### src/rtl/stopwatch_ctrl.sv
// stopwatch_ctrl
//   Stopwatch-mode sequencer for the FPGA clock. Two raw push-buttons are
//   synchronized and debounced into single-cycle press events. A four-state
//   FSM turns those events into the enable and clear for the time counter. It
//   also selects a live or a lap-frozen count for the display.
//
//   state | meaning
//   ------+-------------------------------------------------
//   IDLE  | stopped, count cleared or never started
//   RUN   | counting, display shows live count
//   LAP   | counting, display frozen at lap snapshot
//   PAUSE | stopped, display shows the stopped live count
//
// Ports
//   clk             system clock (only clock used)
//   rst_n           asynchronous active-low reset
//   btn_start_stop  raw button, active-high, asynchronous
//   btn_lap_clear   raw button, active-high, asynchronous
//   counter[31:0]   live count from the time counter
//   cnt_en          count enable to the time counter
//   cnt_clr         one-cycle synchronous clear to the time counter
//   display[31:0]   registered value for the display decoder
//   state[1:0]      FSM state: IDLE=0, RUN=1, LAP=2, PAUSE=3
module stopwatch_ctrl #(
  parameter int DEBOUNCE_CYCLES = 500000,
  parameter int DB_W            = 20
) (
  input  logic        clk,
  input  logic        rst_n,
  input  logic        btn_start_stop,
  input  logic        btn_lap_clear,
  input  logic [31:0] counter,
  output logic        cnt_en,
  output logic        cnt_clr,
  output logic [31:0] display,
  output logic [1:0]  state
);

  typedef enum logic [1:0] {
    IDLE  = 2'd0,
    RUN   = 2'd1,
    LAP   = 2'd2,
    PAUSE = 2'd3
  } state_t;

  // Accept on the edge where the counter would otherwise reach DEBOUNCE_CYCLES.
  localparam logic [DB_W-1:0] DB_LAST = DB_W'(DEBOUNCE_CYCLES - 1);
  localparam logic [DB_W-1:0] DB_ONE  = DB_W'(1);

  // Bit 0 = start_stop, bit 1 = lap_clear.
  logic [1:0]      btn_raw;
  logic [1:0]      sync1, sync2, db, db_prev, evt;
  logic [DB_W-1:0] db_cnt [2];

  assign btn_raw = {btn_lap_clear, btn_start_stop};

  always_ff @(posedge clk or negedge rst_n) begin
    if (!rst_n) begin
      sync1   <= '0;
      sync2   <= '0;
      db      <= '0;
      db_prev <= '0;
      evt     <= '0;
      for (int i = 0; i < 2; i++) db_cnt[i] <= '0;
    end else begin
      sync1   <= btn_raw;
      sync2   <= sync1;
      db_prev <= db;
      evt     <= db & ~db_prev;
      for (int i = 0; i < 2; i++) begin
        if (sync2[i] == db[i]) begin
          db_cnt[i] <= '0;
        end else if (db_cnt[i] == DB_LAST) begin
          db[i]     <= sync2[i];
          db_cnt[i] <= '0;
        end else begin
          db_cnt[i] <= db_cnt[i] + DB_ONE;
        end
      end
    end
  end

  logic        start_ev, lap_ev;
  state_t      st_q, st_d;
  logic        clr_d, snap_ld;
  logic [31:0] snap, snap_nxt;

  assign start_ev = evt[0];
  assign lap_ev   = evt[1];

  // start_stop is checked first so a simultaneous lap_clear is dropped.
  always_comb begin
    st_d    = st_q;
    clr_d   = 1'b0;
    snap_ld = 1'b0;
    case (st_q)
      IDLE: begin
        if (start_ev)    st_d  = RUN;
        else if (lap_ev) clr_d = 1'b1;
      end
      RUN: begin
        if (start_ev) begin
          st_d = PAUSE;
        end else if (lap_ev) begin
          st_d    = LAP;
          snap_ld = 1'b1;
        end
      end
      LAP: begin
        if (start_ev)    st_d = PAUSE;
        else if (lap_ev) st_d = RUN;
      end
      PAUSE: begin
        if (start_ev) begin
          st_d = RUN;
        end else if (lap_ev) begin
          st_d  = IDLE;
          clr_d = 1'b1;
        end
      end
      default: st_d = IDLE;
    endcase
  end

  // On the LAP-entry edge the snapshot is being loaded, so display must see
  // the incoming value rather than the old snap register.
  assign snap_nxt = snap_ld ? counter : snap;

  always_ff @(posedge clk or negedge rst_n) begin
    if (!rst_n) begin
      st_q    <= IDLE;
      cnt_en  <= 1'b0;
      cnt_clr <= 1'b0;
      snap    <= '0;
      display <= '0;
    end else begin
      st_q    <= st_d;
      cnt_en  <= (st_d == RUN) || (st_d == LAP);
      cnt_clr <= clr_d;
      snap    <= snap_nxt;
      display <= (st_d == LAP) ? snap_nxt : counter;
    end
  end

  assign state = st_q;

endmodule

### config.mk
export PLATFORM = sky130hd
export DESIGN_NAME = stopwatch_ctrl
export DESIGN_NICKNAME = d
export VERILOG_FILES = /design/src/rtl/stopwatch_ctrl.sv
export SDC_FILE = /design/constraint.sdc
export NUM_CORES = 1
export LEC_CHECK = 0
export CORE_ASPECT_RATIO = 0.5
export CORE_MARGIN = 2
export CORE_UTILIZATION = 54
export CTS_CLUSTER_DIAMETER = 120
export DETAILED_ROUTE_END_ITERATION = 16
export GPL_ROUTABILITY_DRIVEN = 0
export PLACE_DENSITY = 0.79
export SYNTH_ARGS = -nofsm -noshare
export SYNTH_HDL_FRONTEND = slang
export SYNTH_SLANG_ARGS = --single-unit
### constraint.sdc
create_clock -name clk -period 3.6 [get_ports clk]
set_clock_uncertainty 0.1 [all_clocks]
set_input_delay 1.08 -clock clk [delete_from_list [all_inputs] [get_ports clk]]
set_output_delay 1.08 -clock clk [all_outputs]
set_load 0.03 [all_outputs]
# Word level (Yosys, flattened, before mapping)
# Index checks and enable logic that the tools add are counted.
# word_totals
regBits	118
ram_bits	0
romBits	0
wordCells	51
mem_count	0
latchBits	0
# classes
n_eq_ne	9
div_mod_pow	0
mul	0
order_cmp	0
n_bitwise	4
n_mux	18
n_shift	0
reduce_logical	5
addsub	2
# op_table
op	n
$mux W20	4
$mux W32	2
$add A20 B1 Y20 const B	2
$eq A20 B19 Y1 const B	2
$mux W2	7
$pmux W2 S4	1
$eq A2 B2 Y1 const B	3
$eq A2 B1 Y1 const B	2
$mux W1	4
$reduce_and A2 Y1	2
$and A2 B2 Y2	1
$eq A1 B1 Y1	2
$logic_not A2 Y1	1
$not A1 Y1	2
$not A2 Y2	1
$reduce_or A2 Y1	1
$logic_or A1 B1 Y1	1

# Depth between registers and ports, before layout
# Gate-level depths: netlist of run 1.
# depth
word_depth	5
ltp_mapped	10

# Least setup slack after synthesis of run 1
# OpenSTA, ideal clock, no wires.
# synth_path
kind	register -> register
startpoint	reg st_q[0], in the netlist state[0]
endpoint	reg display[10]
setup_ps	125
period_less_slack_ps	2745
slack_ps	855
required_time_ps	3375
arrival_time_ps	2521
n_path_buf	2
stages_incl_launch_ff	11
cell_sequence	dfrtp_1 > inv_1 > ha_1 > inv_1 > a21oi_1 > a311o_1 > o41ai_1 > ha_1 > buf_1 > clkbuf_1 > mux2_2
# synth_between
elab_chain_cells	5
# synth_lines
element	line_no	source
start: declaration	84	state_t st_q, st_d;
start signal: assignment	137	st_q <= st_d;
$mux W2, on equally long branches	116, 104, 111	
$mux W2, on equally long branches	114, 102, 110	
$pmux W2 S4	96	case (st_q)
$eq A2 B2 Y1	141	display <= (st_d == LAP) ? snap_nxt : counter;
$mux W32 (*)	141	
end signal: assignment	141	
end: declaration	35	output logic [31:0] display,
# Mark *: on every way between the ends. The rest lies on a longest branch, timed or not.
# A chain may end at the register's enable or synchronous reset.

# Worst setup path in the final report of run 1
# layout_path
startpoint	reg st_q[1], in the netlist state[1]
endpoint	out state[1]
# layout_rtl
element	line_no	source
end: declaration	36	output logic [1:0] state
# No word-level cell between the ends.

==> results of run 1 <==
area by class of cell:
| class | count | share of cell area, % |
|---|---|---|
| flip-flops and latches | 118 | 45.3 |
| repair buffers | 75 | 11.9 |
| clock buffers | 20 | 7.01 |
| multi-input cells | 245 | 29.3 |
| clock inverters | 12 | 3.07 |
| well taps | 117 | 2.25 |
| inverters | 20 | 1.15 |
power by group:
group | switching, W | internal (W) | leakage, nW
sequential | 0.0000176 | 0.00137 | 1.49
clock | 0.000585 | 0.00126 | 0.312
combinational | 0.000108 | 0.000101 | 0.923
path summary, 6_finish.rpt:
path                          start           to
min                        sync1[1]     sync2[1]
min in group asynchronous     rst_n    db_cnt[2]
max reg2reg                state[1]  display[13]
min reg2reg                sync1[1]     sync2[1]
max                        state[1]     state[1]
max in group asynchronous     rst_n  display[14]
state kept, by name, summed over array words and instances (netlist names):
signal	count
db_cnt	40
display	32
snap	32
db	2
db_prev	2
evt	2
state	2
sync1	2
sync2	2
cnt_clr	1
cnt_en	1
synthesized netlist by cell type, drive strengths merged:
cell	n	share of area, %
inv	20	1.5
or3	8	1.0
mux2i	1	0.20
nor3	7	0.70
or4b	1	0.28
o21ai	5	0.50
o41ai	3	1.3
or4	7	1.2
nand3b	1	0.15
nand3	12	1.4
nor3b	1	0.15
xor2	4	0.70
nor4	12	1.5
dfrtp	118	59
buf	5	0.63
o31ai	3	0.45
a21boi	1	0.15
a21oi	13	1.3
or2	2	0.25
mux2	66	15
nor2	40	3.0
o21a	1	0.15
o22ai	1	0.13
a311o	1	0.20
a31o	2	0.35
ha	7	1.8
nor2b	2	0.25
nand4	10	1.4
xnor2	23	4.0
clkbuf	5	0.38
nand2	11	0.83
metrics by stage:
stage                     power [W]  hold WS [ps]  utilization [%]  worst slack, ps  instance area [um^2]
final                       0.00345           247             73.8              824                  6510
after floorplan             0.00150           231                -              855                  4980
after global placement      0.00162           236             66.3              989                  5860
after global routing        0.00356           253             73.8              706                  6510
after detailed placement    0.00162           239             66.3              909                  5860
after CTS                   0.00348           251             73.8              815                  6510
per-layer routing:
layer	global-route usage [%]	routed length, um	share of wire (%)	vias up
li1	-	-	-	1554
met3	6.40	428	4.4	20
met1	27.1	4480	46	1659
met4	10.4	224	2.3	0
met5	0	0	0	-
met2	34.4	4620	47	66
cells by family (layout without fill, tap and decap cells):
kind of cell / count (synthesis) / in the layout
xor+xnor: 27 / 27
flops: 118 / 118
compound gates: 30 / 30
mux: 67 / 67
fa+ha+maj: 7 / 7
buf+inv: 30 / 127
simple gates: 114 / 114
==> reports/results.ini, run 1 <==
[synth]
synth_compound_area_share_pct = 4.52
synth_cell_types = 40
synth_top_family_by_area = multiplexers
muxShareOfSynthArea_pct = 15.1
synth-simple-area-share_pct = 12.1
synthAdderAreaFrac_pct = 1.76
synth_seq_cells = 118
yosys_warnings = 0
synth_sequential_area_ratio_pct = 59.3
avgSynthCellArea_um2 = 12.7
syn_inst = 393
synth_fp_nets = 436
syn_area_um2 = 4980
synth_xor_area_share_pct = 4.75

[cts]
max-clock-path-buffers = 2
cts_tree = built
clkTransAtPathRegs_ps = 60
htree_levels = 4
clkLatencyLatePin_ps = 400
numCtsBuffers = 17
root_buffer = clkbuf_16
holdBufCountCts = 0
post_cts_buffers = 0
cts_resized = 0
clkSinkCount = 118

[timing]
fmax_mhz = 360
period_share_pct = 77.1
period_needed_ps = 2780
rsz0062_at_grt = no
setup_viol = 0
maxSlewHeadroom_pct = 34.4
hold_viol = 0
finalMaxSlewViolations = 0
fin_setup_tns_ps = 0
worst_pin_slew_ps = 980

[worst_setup_path]
end_kind = primary output
cp.required_ps = 2420
cp-start-kind = register
reg2reg_slack_ps = 910
critical_path_class = register to primary output
worst-path-stages = 1
reg2reg_depth = 9
cpPeakStageDelay_ps = 760
crit_family = buffers and inverters
path_max_fanout = 6
path_cells = clkdlybuf4s50_1
path_buf_inv = 1
slowest_stage = clkdlybuf4s50_1
worstPathArrival_ps = 1600

[cells_and_area]
fin_cells = 607
drive_gt1_share_pct = 23.5
mostFrequentLayoutCells = dfrtp_1, clkdlybuf4s50_1, mux2_2, nor2_1, xnor2_1
final-seq-area_um2 = 2950
final_common_cell = dfrtp_1
num_antenna_cells = 0
multi_input_area_um2 = 1910
syn_to_final_growth_pct = 30.7
fillers = 577
layout.nets = 520

[placement]
dp_cells = 575
dpl.hpwl_mm = 5.96
portBuffers = 71

[drt]
wl_mm = 9.75
drt_pass1_iterations = 4
vias_per_cell = 5.43
drt-wirelength-per-cell_um = 16.1
route.antenna.remaining_nets = 0
drt_iter0_markers = 172
vias = 3299
drc = 0

[die]
fp.dieH_um = 71.9
rows = 24
die_w_um = 140
fp.coreArea_um2 = 8830
initial_core_util_pct = 56.4
die_area_um2 = 10100
io-pin-count = 72

[run_status]
status = completed

[grt]
grt_max_degree = 52
grtUsageTotal_pct = 21.4
grt_pass1_wl_mm = 16.6
grt_pass1_vias = 3442
overflow = 0
antenna_found_initial = 0

[min_path]
min_path_type = register to register
whs_path_depth = 0

[flow_run]
maxCapViolCount = 0

[pwr]
vdd_drop_max_mv = 0.348
p_leak_nw = 2.72
power_density_nw_per_um2 = 529

No activity file was read; power rests on OpenSTA's default activity.
==> inputs of run 2 (changes only) <==
--- a/config.mk
+++ b/config.mk
@@ -7,11 +7,11 @@
 export LEC_CHECK = 0
 export CORE_ASPECT_RATIO = 0.5
 export CORE_MARGIN = 2
-export CORE_UTILIZATION = 54
+export CORE_UTILIZATION = 49
 export CTS_CLUSTER_DIAMETER = 120
 export DETAILED_ROUTE_END_ITERATION = 16
 export GPL_ROUTABILITY_DRIVEN = 0
-export PLACE_DENSITY = 0.79
+export PLACE_DENSITY = 0.76
 export SYNTH_ARGS = -nofsm -noshare
 export SYNTH_HDL_FRONTEND = slang
 export SYNTH_SLANG_ARGS = --single-unit
==> constraint.sdc (replaced) <==
create_clock -name clk -period 2.4 [get_ports clk]
set_clock_uncertainty 0.1 [all_clocks]
set_input_delay 0.72 -clock clk [delete_from_list [all_inputs] [get_ports clk]]
set_output_delay 0.72 -clock clk [all_outputs]
set_load 0.03 [all_outputs]
==> run 2 against run 1 <==
- cell count up 4.9%
- non-clock buffer count up 12
- core utilization down 5.4 points
- cell area up 1.5%
- via count down 0.27%
- combinational power up 55%
- die area up 9.8%
- sequential share of layout area down 0.61 points
- worst setup slack worse by 750 ps
- register-to-register slack worse by 830 ps
- count of clock-buffer cells in the layout unchanged
- critical path type unchanged
- largest power group unchanged
==> reports/results.ini, run 2 (synthesis gave the netlist of run 1 again) <==
[grt]
antenna_found_initial = 0
grt_pass1_vias = 3358
grt_max_degree = 39
grtUsageTotal_pct = 19.1
grt_pass1_wl_mm = 16.2
overflow = 0

[cts]
root_buffer = clkbuf_16
htree_levels = 4
holdBufCountCts = 0
clkLatencyLatePin_ps = 400
clkTransAtPathRegs_ps = 50
max-clock-path-buffers = 2
clkSinkCount = 118
cts_tree = built
numCtsBuffers = 17

[cells_and_area]
top_regs = db_cnt x40, display x32, snap x32
num_antenna_cells = 0
drive_gt1_share_pct = 25.9
final_common_cell = dfrtp_1
finish.utilization_pct = 68.4
mostFrequentLayoutCells = dfrtp_1, clkdlybuf4s50_1, mux2_2, nor2_1, xnor2_1
layout.nets = 532
fin_area_um2 = 6610
fillers = 703
syn_to_final_growth_pct = 32.6
top_register = db_cnt
largest_reg_flops = 40

[worst_setup_path]
critical_path_class = register to primary output
path_cells = clkdlybuf4s50_1
crit_family = buffers and inverters
cp-start-kind = register
cpPeakStageDelay_ps = 700
cp.required_ps = 1580
critPathLaunch = state[1]
regToRegStartpoint = state[0]
worstPathArrival_ps = 1510
path_max_fanout = 6
end_kind = primary output
slowest_stage = clkdlybuf4s50_1
path_buf_inv = 1

[drt]
drt_iter0_markers = 177
drt-wirelength-per-cell_um = 15.2
wl_mm = 9.67
route.antenna.remaining_nets = 0
vias_per_cell = 5.16
drt_pass1_iterations = 4
vias = 3290
drc = 0

[timing]
hold_viol = 0
period_needed_ps = 2330
fin_setup_tns_ps = 0
maxSlewHeadroom_pct = 70.1
fmax_mhz = 429
setup_viol = 0
period_share_pct = 97.0
worst_pin_slew_ps = 448
finalMaxSlewViolations = 0

[min_path]
min_path_type = primary input to async pin

[die]
fp.coreArea_um2 = 9670
fp.dieH_um = 75.3
initial_core_util_pct = 51.6
die_w_um = 147
io-pin-count = 72
rows = 25
die_area_um2 = 11000

[placement]
dpl.hpwl_mm = 6.21
dpl_cell_area_um2 = 6000
portBuffers = 71

[flow_run]
maxCapViolCount = 0

[pwr]
vdd_drop_max_mv = 0.456
p_leak_nw = 2.76
power_density_nw_per_um2 = 753

[run_status]
status = completed

[run 2: power breakdown]
part	internal, W	switching [W]	leakage (nW)
clock	0.00168	0.000885	0.288
sequential	0.00206	0.0000262	1.48
combinational	0.000160	0.000163	0.985
[run 2: final cells by class]
class                      instances  area (um^2)  share of cell area [%]
tap                              135          169                    2.56
timing repair buffer              87          891                    13.5
multi-input combinational        245         1910                    28.9
inverter                          20         75.1                    1.14
clock inverter                    12          153                    2.31
clock buffer                      20          457                    6.91
sequential                       118         2960                    44.7
[run 2: metrics by stage]
| step | std cells | hold slack, ps | total power (W) | worst slack, ps |
|---|---|---|---|---|
| final | 637 | 137 | 0.00497 | 71.5 |
| after global routing | 637 | 140 | 0.00514 | -53.5 |
| after CTS | 637 | 136 | 0.00503 | 19.9 |
| after detailed placement | 605 | 239 | 0.00244 | 78.9 |
| after global placement | 605 | 238 | 0.00244 | 167 |
| after floorplan | 393 | 231 | 0.00225 | 18.0 |
[run 2: repair_timing]
action / in CTS / in global routing
setup buffers: 0 / 0
gates resized for setup: 0 / 1
endpoints found under the setup margin: 0 / 32
[run 2: path summary, 6_finish.rpt]
| kind | end | slack (ps) | depth (start not counted) |
|---|---|---|---|
| hold / removal | db_cnt[1] | 140 | 1 |
| max in group asynchronous | db_cnt[28] | 1540 | 2 |
| hold reg to reg | sync2[0] | 250 | 0 |
| setup / recovery | state[1] | 70 | 1 |
| min in group clk | sync2[0] | 250 | 0 |
| setup reg to reg | display[10] | 80 | 9 |
[run 2: metal layers]
metal | global-route usage [%] | vias up | routed length, um | part of all wire (%)
met5 | 0 | - | 0 | 0
met4 | 9.17 | 0 | 147 | 1.5
met3 | 5.51 | 13 | 345 | 3.6
met2 | 31.1 | 66 | 4600 | 48
met1 | 24.5 | 1634 | 4580 | 47
li1 | - | 1577 | - | -
==> inputs of run 3 (changes only) <==
--- a/config.mk
+++ b/config.mk
@@ -11,7 +11,7 @@
 export CTS_CLUSTER_DIAMETER = 120
 export DETAILED_ROUTE_END_ITERATION = 16
 export GPL_ROUTABILITY_DRIVEN = 0
-export PLACE_DENSITY = 0.76
+export PLACE_DENSITY = 0.78
 export SYNTH_ARGS = -nofsm -noshare
 export SYNTH_HDL_FRONTEND = slang
 export SYNTH_SLANG_ARGS = --single-unit
==> run 3 against run 2 <==
- worst hold slack improved by 4.5 ps
- routed wire length rose by 0.83%
- core utilization rose by 0.53 points
- fmax fell by 1.2%
- power fell by 0.98%
- largest power group unchanged
==> reports/results.ini, run 3 (synthesis gave the netlist of run 1 again) <==
[timing]
maxSlewHeadroom_pct = 64.4
period_needed_ps = 2360
hold_slack_ps = 142
worst_pin_slew_ps = 528
period_share_pct = 98.2
fmax_mhz = 424
finalMaxSlewViolations = 0
setup_viol = 0
fin_setup_tns_ps = 0
hold_viol = 0

[worst_setup_path]
path_cells = buf_4, ha_1, o41ai_1, ha_4, clkbuf_16, mux2_2
cp-start-kind = register
slowest_stage = o41ai_1
worstPathArrival_ps = 2550
crit_family = compound AO/OA/AOI/OAI gates
cpPeakStageDelay_ps = 560
path_buf_inv = 2
cp.required_ps = 2590
path_max_fanout = 7
end_kind = register
critical_path_class = register to register

[die]
fp.dieH_um = 75.3
initial_core_util_pct = 51.6
fp.coreArea_um2 = 9670
die_area_um2 = 11000
rows = 25
die_w_um = 147
io-pin-count = 72

[drt]
route.antenna.remaining_nets = 0
drt_pass1_iterations = 6
vias = 3327
drt_iter0_markers = 160
drc = 0
vias_per_cell = 5.20
drt-wirelength-per-cell_um = 15.2
wl_mm = 9.75

[pwr]
power_frac_clock_pct = 51.2
power.internal_w = 0.00389
power_density_nw_per_um2 = 740
combPwrFrac_pct = 6.5
switching_share_pct = 21.0
p_sw_w = 0.00104
p_leak_nw = 2.79
vdd_drop_max_mv = 0.535
p_seq_share_pct = 42.3

[cells_and_area]
fin_area_um2 = 6660
drive_gt1_share_pct = 26.1
layout.nets = 536
fin_cells = 640
finish.utilization_pct = 68.9
fillers = 692
largest_reg_flops = 40
top_regs = db_cnt x40, display x32, snap x32
syn_to_final_growth_pct = 33.6
mostFrequentLayoutCells = dfrtp_1, clkdlybuf4s50_1, mux2_2, nor2_1, xnor2_1
num_antenna_cells = 0
final_common_cell = dfrtp_1
top_register = db_cnt

[grt]
grt_pass1_vias = 3369
antenna_found_initial = 0
overflow = 0
grt_pass1_wl_mm = 16.1
grtUsageTotal_pct = 19.1
grt_max_degree = 41

[cts]
root_buffer = clkbuf_16
htree_levels = 4
clkLatencyLatePin_ps = 410
clkSinkCount = 118
cts_tree = built
holdBufCountCts = 0
clkTransAtPathRegs_ps = 50
max-clock-path-buffers = 2
numCtsBuffers = 17

[min_path]
min_path_type = primary input to async pin

[run_status]
status = completed

[placement]
dp_cells = 605
dpl.hpwl_mm = 6.22
portBuffers = 71
dpl_cell_area_um2 = 5980

[flow_run]
maxCapViolCount = 0

run 3: cell type report:
cell class	count	area [um^2]	share of cell area, %
well taps	135	169	2.54
clock inverters	9	126	1.90
flip-flops and latches	118	2960	44.4
repair buffers	91	951	14.3
clock buffers	22	464	6.97
multi-input cells	245	1920	28.8
inverters	20	75.1	1.13
run 3: final timing paths:
kind / to / start / slack (ps) / cells after the start
max: display[29] / state[0] / 40 / 6
min: db_cnt[24] / rst_n / 140 / 1
max reg2reg: display[29] / state[0] / 40 / 6
min reg2reg: sync2[1] / sync1[1] / 250 / 0
max in group asynchronous: db_cnt[7] / rst_n / 1500 / 2
min in group clk: sync2[1] / sync1[1] / 250 / 0
run 3: what timing repair did:
| item | 4_1_cts | 5_1_grt |
|---|---|---|
| resized for setup | 0 | 4 |
| setup buffers | 0 | 1 |
| hold endpoints to repair | 0 | 0 |
| endpoints found under the setup margin | 0 | 27 |
run 3: per-stage QoR:
stage | setup WS [ps] | power [W]
after floorplan | 18.0 | 0.00225
after global placement | 181 | 0.00243
after detailed placement | 84.4 | 0.00244
after CTS | 22.2 | 0.00498
after global routing | -33.0 | 0.00511
final | 42.2 | 0.00493
run 3: power groups by stage:
stage	Sequential [W]	Clock, W	Combinational (W)
2_1_floorplan	0.00217	0	0.0000829
5_1_grt	0.00209	0.00267	0.000350
4_1_cts	0.00208	0.00257	0.000326
6_report	0.00208	0.00252	0.000322
3_3_place_gp	0.00211	0	0.000318
3_5_place_dp	0.00212	0	0.000325
run 3: layer usage:
| metal | vias to the layer above | wire (um) | global-route usage, % |
|---|---|---|---|
| met1 | 1662 | 4510 | 23.8 |
| met2 | 64 | 4740 | 32.0 |
| met5 | - | 0 | 0 |
| met4 | 0 | 116 | 8.09 |
| met3 | 10 | 388 | 6.11 |
| li1 | 1591 | - | - |
